<file path="config.mk">
export PLATFORM = sky130hd
export DESIGN_NAME = conv_psum_accumulator_flat
export DESIGN_NICKNAME = d
export VERILOG_FILES = /design/src/rtl/conv_psum_if.sv /design/src/rtl/conv_psum_accumulator.sv /design/src/flat_wrapper.sv
export SDC_FILE = /design/constraint.sdc
export NUM_CORES = 1
export LEC_CHECK = 0
export BUFFER_PORTS_ARGS = -buffer_cell sky130_fd_sc_hd__clkbuf_2
export CAP_MARGIN = 20
export CORE_MARGIN = 2
export CORE_UTILIZATION = 60
export DETAILED_ROUTE_END_ITERATION = 16
export GPL_TIMING_DRIVEN = 0
export PLACE_DENSITY = 0.81
export SLEW_MARGIN = 30
export SYNTH_ARGS = -nofsm -noshare
export SYNTH_HDL_FRONTEND = slang
export SYNTH_SLANG_ARGS = --single-unit
</file>
<file path="constraint.sdc">
create_clock -name clk -period 4 [get_ports clk]
set_input_delay 0.8 -clock clk [delete_from_list [all_inputs] [get_ports clk]]
set_output_delay 0.8 -clock clk [all_outputs]
set_load 0.02 [all_outputs]
</file>
<file path="src/rtl/conv_psum_if.sv">
// Product-in / pixel-out handshake bundle for conv_psum_accumulator.
// master drives products and accepts pixels; slave is the accumulator.
interface conv_psum_if #(
  parameter int PW = 32,
  parameter int OW = 16,
  parameter int CW = 5,
  parameter int FW = 2
);
  logic                 in_valid;
  logic                 in_ready;
  logic signed [PW-1:0] in_prod;
  logic                 out_valid;
  logic                 out_ready;
  logic signed [OW-1:0] out_data;
  logic [CW-1:0]        out_row;
  logic [CW-1:0]        out_col;
  logic [FW-1:0]        out_filt;

  modport master (
    output in_valid, in_prod, out_ready,
    input  in_ready, out_valid, out_data,
    input  out_row, out_col, out_filt
  );

  modport slave (
    input  in_valid, in_prod, out_ready,
    output in_ready, out_valid, out_data,
    output out_row, out_col, out_filt
  );
endinterface

</file>
<file path="src/rtl/conv_psum_accumulator.sv">
// Accumulates F*F*K products per pixel, scales/saturates, emits with coords.
// Optional macro CONV_ACC_RELU_EN clamps negative scaled values to zero.
module conv_psum_accumulator #(
  parameter int N     = 32,
  parameter int F     = 3,
  parameter int K     = 3,
  parameter int NF    = 3,
  parameter int P     = 1,
  parameter int S     = 1,
  parameter int PW    = 32,
  parameter int AW    = 40,
  parameter int OW    = 16,
  parameter int SHIFT = 0
) (
  input  logic       clk,
  input  logic       rstn,
  input  logic       en,
  input  logic       start,
  conv_psum_if.slave bus,
  output logic       busy,
  output logic       frame_done
);
  localparam int OUT_SIZE = (N - F + 2*P) / S + 1;
  localparam int TAPS     = F * F * K;
  localparam int CW = (OUT_SIZE > 1) ? $clog2(OUT_SIZE) : 1;
  localparam int FW = (NF > 1) ? $clog2(NF) : 1;
  localparam int TW = (TAPS > 1) ? $clog2(TAPS) : 1;

  localparam logic signed [AW-1:0] SMAX =
    {{(AW-OW+1){1'b0}}, {(OW-1){1'b1}}};
  localparam logic signed [AW-1:0] SMIN =
    {{(AW-OW+1){1'b1}}, {(OW-1){1'b0}}};

  typedef enum logic [1:0] {
    IDLE, ACCUM, EMIT
  } state_t;

  state_t state_q, state_d;

  logic signed [AW-1:0] acc_q, acc_d;
  logic [TW-1:0]        tap_q, tap_d;
  logic [CW-1:0]        row_q, row_d;
  logic [CW-1:0]        col_q, col_d;
  logic [FW-1:0]        filt_q, filt_d;
  logic signed [OW-1:0] data_q, data_d;
  logic                 done_q, done_d;

  logic                 in_xfer;
  logic                 out_xfer;
  logic                 tap_last;
  logic                 col_last;
  logic                 row_last;
  logic                 frame_last;
  logic signed [AW-1:0] acc_sum;
  logic signed [AW-1:0] scaled;
  logic signed [OW-1:0] sat_val;

  assign in_xfer  = bus.in_valid && (state_q == ACCUM);
  assign out_xfer = bus.out_ready && (state_q == EMIT);
  assign tap_last = (tap_q == TW'(TAPS - 1));
  assign col_last = (col_q == CW'(OUT_SIZE - 1));
  assign row_last = (row_q == CW'(OUT_SIZE - 1));
  assign frame_last =
    col_last && row_last && (filt_q == FW'(NF - 1));

  assign acc_sum =
    acc_q + {{(AW-PW){bus.in_prod[PW-1]}}, bus.in_prod};

  always_comb begin
    scaled = acc_sum >>> SHIFT;
`ifdef CONV_ACC_RELU_EN
    if (scaled < 0) scaled = '0;
`endif
    unique case (1'b1)
      (scaled > SMAX): sat_val = SMAX[OW-1:0];
      (scaled < SMIN): sat_val = SMIN[OW-1:0];
      default:         sat_val = scaled[OW-1:0];
    endcase
  end

  always_ff @(posedge clk or negedge rstn) begin
    if (!rstn) begin
      state_q <= IDLE;
      acc_q   <= '0;
      tap_q   <= '0;
      row_q   <= '0;
      col_q   <= '0;
      filt_q  <= '0;
      data_q  <= '0;
      done_q  <= 1'b0;
    end else begin
      state_q <= state_d;
      acc_q   <= acc_d;
      tap_q   <= tap_d;
      row_q   <= row_d;
      col_q   <= col_d;
      filt_q  <= filt_d;
      data_q  <= data_d;
      done_q  <= done_d;
    end
  end

  always_comb begin
    state_d = state_q;
    unique case (state_q)
      IDLE:  if (start) state_d = ACCUM;
      ACCUM: if (in_xfer && tap_last) state_d = EMIT;
      EMIT: begin
        if (out_xfer) state_d = frame_last ? IDLE : ACCUM;
      end
      default: state_d = IDLE;
    endcase
    if (!en) state_d = IDLE;
  end

  always_comb begin
    acc_d  = acc_q;
    tap_d  = tap_q;
    row_d  = row_q;
    col_d  = col_q;
    filt_d = filt_q;
    data_d = data_q;
    done_d = 1'b0;
    unique case (state_q)
      IDLE: begin
        if (start) begin
          acc_d  = '0;
          tap_d  = '0;
          row_d  = '0;
          col_d  = '0;
          filt_d = '0;
        end
      end
      ACCUM: begin
        if (in_xfer && tap_last) begin
          data_d = sat_val;
          acc_d  = '0;
          tap_d  = '0;
        end else if (in_xfer) begin
          acc_d = acc_sum;
          tap_d = tap_q + TW'(1);
        end
      end
      EMIT: begin
        if (out_xfer && frame_last) begin
          row_d  = '0;
          col_d  = '0;
          filt_d = '0;
          done_d = 1'b1;
        end else if (out_xfer && col_last) begin
          col_d = '0;
          if (row_last) begin
            row_d  = '0;
            filt_d = filt_q + FW'(1);
          end else begin
            row_d = row_q + CW'(1);
          end
        end else if (out_xfer) begin
          col_d = col_q + CW'(1);
        end
      end
      default: ;
    endcase
    // abort wipes everything, including a pixel offered this cycle
    if (!en) begin
      acc_d  = '0;
      tap_d  = '0;
      row_d  = '0;
      col_d  = '0;
      filt_d = '0;
      data_d = '0;
      done_d = 1'b0;
    end
  end

  always_comb begin
    bus.in_ready  = (state_q == ACCUM);
    bus.out_valid = (state_q == EMIT);
    bus.out_data  = data_q;
    bus.out_row   = row_q;
    bus.out_col   = col_q;
    bus.out_filt  = filt_q;
    busy          = (state_q != IDLE);
    frame_done    = done_q;
  end
endmodule

</file>
<file path="src/flat_wrapper.sv">
// flat-port wrapper written by rule: the top's interface ports become plain ports
module conv_psum_accumulator_flat 
#(
  parameter int N     = 32,
  parameter int F     = 3,
  parameter int K     = 3,
  parameter int NF    = 3,
  parameter int P     = 1,
  parameter int S     = 1,
  parameter int PW    = 32,
  parameter int AW    = 40,
  parameter int OW    = 16,
  parameter int SHIFT = 0
)
  (clk, rstn, en, start, busy, frame_done, bus_in_valid, bus_in_prod, bus_out_ready, bus_in_ready, bus_out_valid, bus_out_data, bus_out_row, bus_out_col, bus_out_filt);
  conv_psum_if #(.PW(PW), .OW(OW), .CW(5), .FW(2)) bus_i ();
  input  logic clk;
  input  logic rstn;
  input  logic en;
  input  logic start;
  output logic busy;
  output logic frame_done;
  input wire logic [$bits(bus_i.in_valid)-1:0] bus_in_valid;
  input wire logic [$bits(bus_i.in_prod)-1:0] bus_in_prod;
  input wire logic [$bits(bus_i.out_ready)-1:0] bus_out_ready;
  output wire logic [$bits(bus_i.in_ready)-1:0] bus_in_ready;
  output wire logic [$bits(bus_i.out_valid)-1:0] bus_out_valid;
  output wire logic [$bits(bus_i.out_data)-1:0] bus_out_data;
  output wire logic [$bits(bus_i.out_row)-1:0] bus_out_row;
  output wire logic [$bits(bus_i.out_col)-1:0] bus_out_col;
  output wire logic [$bits(bus_i.out_filt)-1:0] bus_out_filt;
  assign bus_i.in_valid = bus_in_valid;
  assign bus_i.in_prod = bus_in_prod;
  assign bus_i.out_ready = bus_out_ready;
  assign bus_in_ready = bus_i.in_ready;
  assign bus_out_valid = bus_i.out_valid;
  assign bus_out_data = bus_i.out_data;
  assign bus_out_row = bus_i.out_row;
  assign bus_out_col = bus_i.out_col;
  assign bus_out_filt = bus_i.out_filt;
  conv_psum_accumulator #(.N(N), .F(F), .K(K), .NF(NF), .P(P), .S(S), .PW(PW), .AW(AW), .OW(OW), .SHIFT(SHIFT)) u_core (.clk(clk), .rstn(rstn), .en(en), .start(start), .bus(bus_i), .busy(busy), .frame_done(frame_done));
endmodule
</file>
==> results.sh, run 1 <==
export IMPL_outcome="finished with violations"
export IMPL_violations="setup timing"
export IMPL_ant_nets=0
export IMPL_ys_seq_elements=76
export IMPL_avgSynthCellArea_um2=8.223
export IMPL_numPortBuffers=69
export IMPL_drt_iter0_markers=592
export IMPL_hp_class="in -> async"
export IMPL_critPathLaunchType="input pin"
export IMPL_powerDensity_mw_per_mm2=286.2
export IMPL_endpoint="u_core.bus.out_data[3]"
export IMPL_worst_slack_ps=-20.13
export IMPL_clock_path_buffers=2
export IMPL_crit_arrival_ps=4300
export IMPL_hold_worst_slack_ps=426.5
export IMPL_muxShareOfSynthArea_pct=1.289
export IMPL_num_vias=6581
export IMPL_max_cap_violations=0
export IMPL_rows=37
export IMPL_ys_types=73
export IMPL_synthSimpleGateAreaFrac_pct=21.56
export IMPL_synth_top_family_by_area="compound AO/OA/AOI/OAI gates"
export IMPL_gp_congestion=0.9583
export IMPL_reg2reg_depth=15
export IMPL_cellLeakagePower_nw=3.460
export IMPL_first_pass_iters=5
export IMPL_end_kind="flip-flop"
export IMPL_grt_pass1_wl_mm=29.95
export IMPL_routedWlPerCell_um=19.60
export IMPL_clk_latency_ps=360
export IMPL_synth_cells=767
export IMPL_drt_total_wl_mm=19.68
export IMPL_yosysMostFrequentCell="nand2_1"
export IMPL_grtUsageTotal_pct=33.00
export IMPL_drv_slew=0
export IMPL_dieArea_mm2=0.01135
export IMPL_cts_tree="built"
export IMPL_crit_type="in -> reg"
export IMPL_grt_pass1_vias=6124
export IMPL_die_h_um=106.5
export IMPL_io_pins=70
export IMPL_synth_area_leaders="dfrtp_1 30%, ha_1 9.1%, nand2_1 5.8%"
export IMPL_skew_ps=10.67
export IMPL_area_growth_syn_to_layout_pct=22.20
export IMPL_crit_reg2reg_capture="u_core.bus.out_data[3]"
export IMPL_initial_core_util_pct=61.37
export IMPL_synth_compound_area_share_pct=29.54
export IMPL_tightestPinTransition_ps=752.0
export IMPL_worstPathCellList="buf_6, ha_4, inv_2, fa_2, nand2b_4, a211o_1, a21o_1, a211oi_4, or4_4, and2_4, nand4_1, or4_4, o41ai_4, nand2_2, buf_6, o21ai_1"
export IMPL_reg2reg_from="u_core.acc_q[0]"
export IMPL_cts_max_level=3
export IMPL_final_hold_viol_count=0
export IMPL_syn_area_mm2=0.006307
export IMPL_clk_pin_slew_ps=80
export IMPL_setup_viol=5
export IMPL_viasPerCell=6.555
export IMPL_synth_xor_area_share_pct=3.610
export IMPL_max_freq_ghz=0.2487
export IMPL_cts_buffers=9
export IMPL_yosysTopAreaCell="dfrtp_1"
export IMPL_clkSinkCount=76
export IMPL_synth_common_cells="98 x nand2_1, 76 x dfrtp_1, 64 x a21oi_1"
export IMPL_ys_warn_count=0
export IMPL_core_mm2=0.01028
export IMPL_die_width_um=106.5
export IMPL_yosysSeqAreaShare_pct=30.15
export IMPL_clockRootBuffer="clkbuf_8"
export IMPL_grt_max_degree=77
export IMPL_vdd_drop_max_uv=210.4
export IMPL_critical_path_max_stage_delay_ps=510
export IMPL_diodes=0
export IMPL_dp_hpwl_mm=13.69
export IMPL_drc=0
export IMPL_relSlewSlack_pct=49.59
export IMPL_dominantRegCellSynth="dfrtp_1"
export IMPL_nNetsFinal=949
export IMPL_startpoint="bus_in_prod[0]"
export IMPL_power_mw=2.206
export IMPL_grt_ovfl_total=0
export IMPL_syn_num_nets=852
export IMPL_dp_slack_ps=-651.3
export IMPL_synth_edf_count=0
export IMPL_yosys_area_share_adder_pct=9.443
export IMPL_grt_antenna_before_repair=0
export IMPL_path_max_fanout=4
export IMPL_synth_async_sr_flop_share_pct=100.0
export IMPL_timing_final_crit_share_pct=100.5
export IMPL_tns_ps=-49.41
export IMPL_synth_top_area_share_pct=30.15
export IMPL_crit_required_ps=4280
export IMPL_worst_r2r_setup_slack_ps=70
export IMPL_layout_min_cycle_time_ps=4020
export IMPL_drive_gt1_share_pct=26.50
export IMPL_crit_slowest_cell="or4_4"
## kinds of logic (layout without fill, tap and decap cells)
family                     Yosys count  after routing
DFF                                 76             76
AOI/OAI and AO/OA                  279            279
adders and majority gates           47             47
buffers and inverters               57            158
muxes                                8              8
xor gates and xnor gates            26             26
and+or+nand+nor                    274            274
## through the flow
| stage | utilization [%] | instance area, um2 | instances |
|---|---|---|---|
| after detailed placement | 66.52 | 6837 | 972 |
| after global placement | 66.39 | 6823 | 972 |
| after floorplan | - | 6307 | 767 |
| final | 74.99 | 7707 | 1004 |
| after global routing | 74.99 | 7707 | 1004 |
| after CTS | 69.00 | 7092 | 988 |
## placed cells by master (no fill, tap or decap), drive strengths merged, types with 9 or more instances in the layout
cell type,synthesis,final
o21a,11,11
o21ai,82,82
nor2,49,49
inv,13,14
nor2b,12,12
nand2,99,99
a22o,26,26
o31ai,10,10
nand4,25,25
xnor2,14,14
dfrtp,76,76
a21o,18,18
a21oi,73,73
nor3,19,19
and2,9,9
nand3,16,16
xor2,12,12
clkbuf,28,101
ha,46,46
buf,16,39
## state kept, by name, indices dropped and copies added, names as in the netlist
signal / flops
u_core.frame_done: 1
u_core.tap_q: 5
u_core.bus.out_data: 16
u_core.bus.out_filt: 2
u_core.bus.out_col: 5
u_core.bus.out_row: 5
u_core.acc_q: 40
u_core.state_q: 2
## how the worst min path moves through the flow
stage                         start          endpoint  slack [ps]  depth (start not counted)
floorplan           u_core.tap_q[4]   u_core.tap_q[4]         450                          1
global placement    u_core.acc_q[2]   u_core.acc_q[2]         470                          2
detailed placement  u_core.acc_q[2]   u_core.acc_q[2]         480                          2
CTS                            rstn  u_core.acc_q[22]         470                          1
global route                   rstn  u_core.acc_q[27]         510                          1
finish                         rstn  u_core.acc_q[23]         430                          1
## power breakdown
part | internal [mW] | total [mW] | leakage, nW | switching [mW]
Combinational | 0.288 | 0.771 | 2.31 | 0.483
Sequential | 0.796 | 0.816 | 1.05 | 0.0208
Clock | 0.304 | 0.618 | 0.0987 | 0.314
Total | 1.39 | 2.21 | 3.46 | 0.817
## routing by layer
| metal | routed length (um) | track usage (%) |
|---|---|---|
| met1 | 8438 | 46.12 |
| met2 | 9284 | 52.24 |
| met3 | 1254 | 3.556 |
| met4 | 703 | 13.91 |
| met5 | 0 | 0 |
## final cells by class
type,instances,area [um2]
Tap cell,136,170.2
Clock inverter,5,60.06
Timing Repair Buffer,92,540.5
Inverter,13,48.80
Multi-Input combinational cell,634,4616
Sequential cell,76,1902
Buffer,38,232.7
Clock buffer,10,137.6
Fill cell,799,2570
## worst max-delay path, delay by kind of cell
family,cells,cell delay [ps]
AOI/OAI and AO/OA,5,1410
buffers and inverters,3,290
and+or+nand+nor,6,1300
adders and majority gates,2,510
## what timing repair did
| item | in CTS | in global routing |
|---|---|---|
| resized for setup | 11 | 115 |
| hold buffers | 0 | 0 |
| cloned | 0 | 1 |
| setup endpoints to repair | 15 | 15 |
| buffers inserted | 1 | 21 |
| pin swaps | 3 | 35 |
(Power assumes the default switching activity.)
==> inputs of run 2 (changes only) <==
==> constraint.sdc (replaced) <==
create_clock -name clk -period 4.2 [get_ports clk]
set_input_delay 0.84 -clock clk [delete_from_list [all_inputs] [get_ports clk]]
set_output_delay 0.84 -clock clk [all_outputs]
set_load 0.02 [all_outputs]
==> run 2 against run 1 <==
Compared with the run above: the flow now finishes without violations; routed wire length shrank 8.0%; sequential cell count is the same; via count shrank 2.7%; die area is the same; sequential power shrank 4.9%; critical path type unchanged; largest power group unchanged; highest routed layer unchanged.
==> results.sh, run 2 (same netlist as run 1, synthesis figures left out) <==
export IMPL_drt_total_wl_mm=18.10
export IMPL_fin_util_pct=69.91
export IMPL_initial_core_util_pct=61.37
export IMPL_drc=0
export IMPL_grtUsageTotal_pct=32.98
export IMPL_cp_common_cell="o21ai_2"
export IMPL_seqCellArea_mm2=0.001902
export IMPL_core_mm2=0.01028
export IMPL_die_h_um=106.5
export IMPL_viasPerCell=6.461
export IMPL_clock_path_buffers=2
export IMPL_nFillCells=878
export IMPL_clk_pin_slew_ps=80
export IMPL_powerDensity_mw_per_mm2=279.3
export IMPL_timing_final_crit_share_pct=96.33
export IMPL_relSlewSlack_pct=48.77
export IMPL_placed_cells=972
export IMPL_reg2reg_from="u_core.acc_q[19]"
export IMPL_worstPathCellList="clkbuf_2, ha_1, a21oi_2, o21ai_2, o21ai_2, nand3_4, o21a_1, o311a_1, nand2b_1, or4_4, o41ai_4, nand2_2, buf_6, o21ai_1"
export IMPL_drv_slew=0
export IMPL_area_growth_syn_to_layout_pct=13.91
export IMPL_largest_reg_flops=40
export IMPL_worst_r2r_setup_slack_ps=320
export IMPL_critical_path_max_stage_delay_ps=510
export IMPL_dp_hpwl_mm=13.69
export IMPL_startpoint="bus_in_prod[6]"
export IMPL_clockRootBuffer="clkbuf_8"
export IMPL_io_pins=70
export IMPL_outcome="completed"
export IMPL_cts_max_level=3
export IMPL_num_vias=6403
export IMPL_regMostFlops="u_core.acc_q"
export IMPL_grt_ovfl_total=0
export IMPL_hold_worst_slack_ps=469.3
export IMPL_critPathLaunchType="input pin"
export IMPL_dieArea_mm2=0.01135
export IMPL_end_kind="flip-flop"
export IMPL_power_mw=2.006
export IMPL_layout_min_cycle_time_ps=4046
export IMPL_die_width_um=106.5
export IMPL_grt_pass1_vias=6094
export IMPL_setup_viol=0
export IMPL_vdd_drop_max_uv=195.5
export IMPL_multi_input_area_mm2=0.004238
export IMPL_ant_nets=0
export IMPL_path_max_fanout=10
export IMPL_final_cells=991
export IMPL_grt_pass1_wl_mm=29.94
export IMPL_numPortBuffers=69
export IMPL_crit_arrival_ps=4330
export IMPL_gp_congestion=0.9583
export IMPL_nNetsFinal=936
export IMPL_max_cap_violations=0
export IMPL_grt_max_degree=77
export IMPL_crit_required_ps=4480
export IMPL_routedWlPerCell_um=18.27
export IMPL_final_hold_viol_count=0
export IMPL_crit_type="in -> reg"
export IMPL_reg2reg_depth=14
export IMPL_cellLeakagePower_nw=3.325
export IMPL_cts_hold_buf=0
export IMPL_grt_antenna_before_repair=0
export IMPL_rows=37
export IMPL_clkSinkCount=76
export IMPL_drt_iter0_markers=577
export IMPL_cts_tree="built"
export IMPL_final_common_cell="nand2_1"
export IMPL_hp_class="in -> async"
export IMPL_tightestPinTransition_ps=764.4
export IMPL_max_freq_ghz=0.2472
export IMPL_cts_buffers=9
export IMPL_tns_ps=0
export IMPL_crit_slowest_cell="or4_4"
export IMPL_first_pass_iters=5
export IMPL_drive_gt1_share_pct=18.01
export IMPL_clk_latency_ps=360
export IMPL_final_cell_mix="98 x nand2_1, 76 x dfrtp_1, 70 x clkbuf_2"
export IMPL_skew_ps=11.14
export IMPL_diodes=0
## run 2: changes by cell type in the layout (fill, tap and decap cells not counted), moves of 7 or more
cell,before,now
buf_4,23,7
a21oi_1,50,61
o21ai_1,11,21
ha_2,7,0
o21ai_2,15,7
ha_1,36,46
## run 2: final cells by class
cell class	instances	share of cell area, %
sequential	76	26.47
clock inverter	5	0.8359
tap	136	2.369
clock buffer	10	1.916
timing repair buffer	76	5.660
buffer	41	3.083
multi-input combinational	634	58.99
inverter	13	0.6792
## run 2: what timing repair did
item,CTS,global route
setup endpoints to repair,11,15
buffers inserted,0,7
pin swaps,0,8
resized for setup,2,28
## run 2: where the power goes
group          switching (mW)  internal (mW)  leakage, nW  total [mW]
registers              0.0184          0.758         1.05       0.776
clock network           0.293          0.290       0.0987       0.583
logic                   0.415          0.232         2.18       0.648
## run 2: worst paths after layout
kind / endpoint
max: u_core.bus.out_data[11]
min: u_core.acc_q[23]
max reg2reg: u_core.bus.out_data[11]
min reg2reg: u_core.acc_q[2]
max in group asynchronous: u_core.acc_q[24]
min in group clk: u_core.acc_q[2]
## run 2: per-layer routing
layer  vias up  track usage (%)  share of wire, %
met3        60            3.617               7.8
met2       316            51.79                46
met1      3003            46.34                43
li1       3024                -                 -
met4         0            14.10               3.6
met5         -                0                 0
## run 2: stage by stage
stage / area, um2 / setup WS (ps)
floorplan: 6307 / 261.2
global placement: 6823 / -449.2
detailed placement: 6837 / -491.3
CTS: 7043 / 22.18
global route: 7184 / -37.60
finish: 7184 / 154.3
## run 2: critical path, delay by kind of cell
family	cells	cell delay (ps)
adder cells (fa/ha/maj)	1	370
AND/OR/NAND/NOR	4	1000
AO/OA/AOI/OAI	7	1860
buffers and inverters	2	250
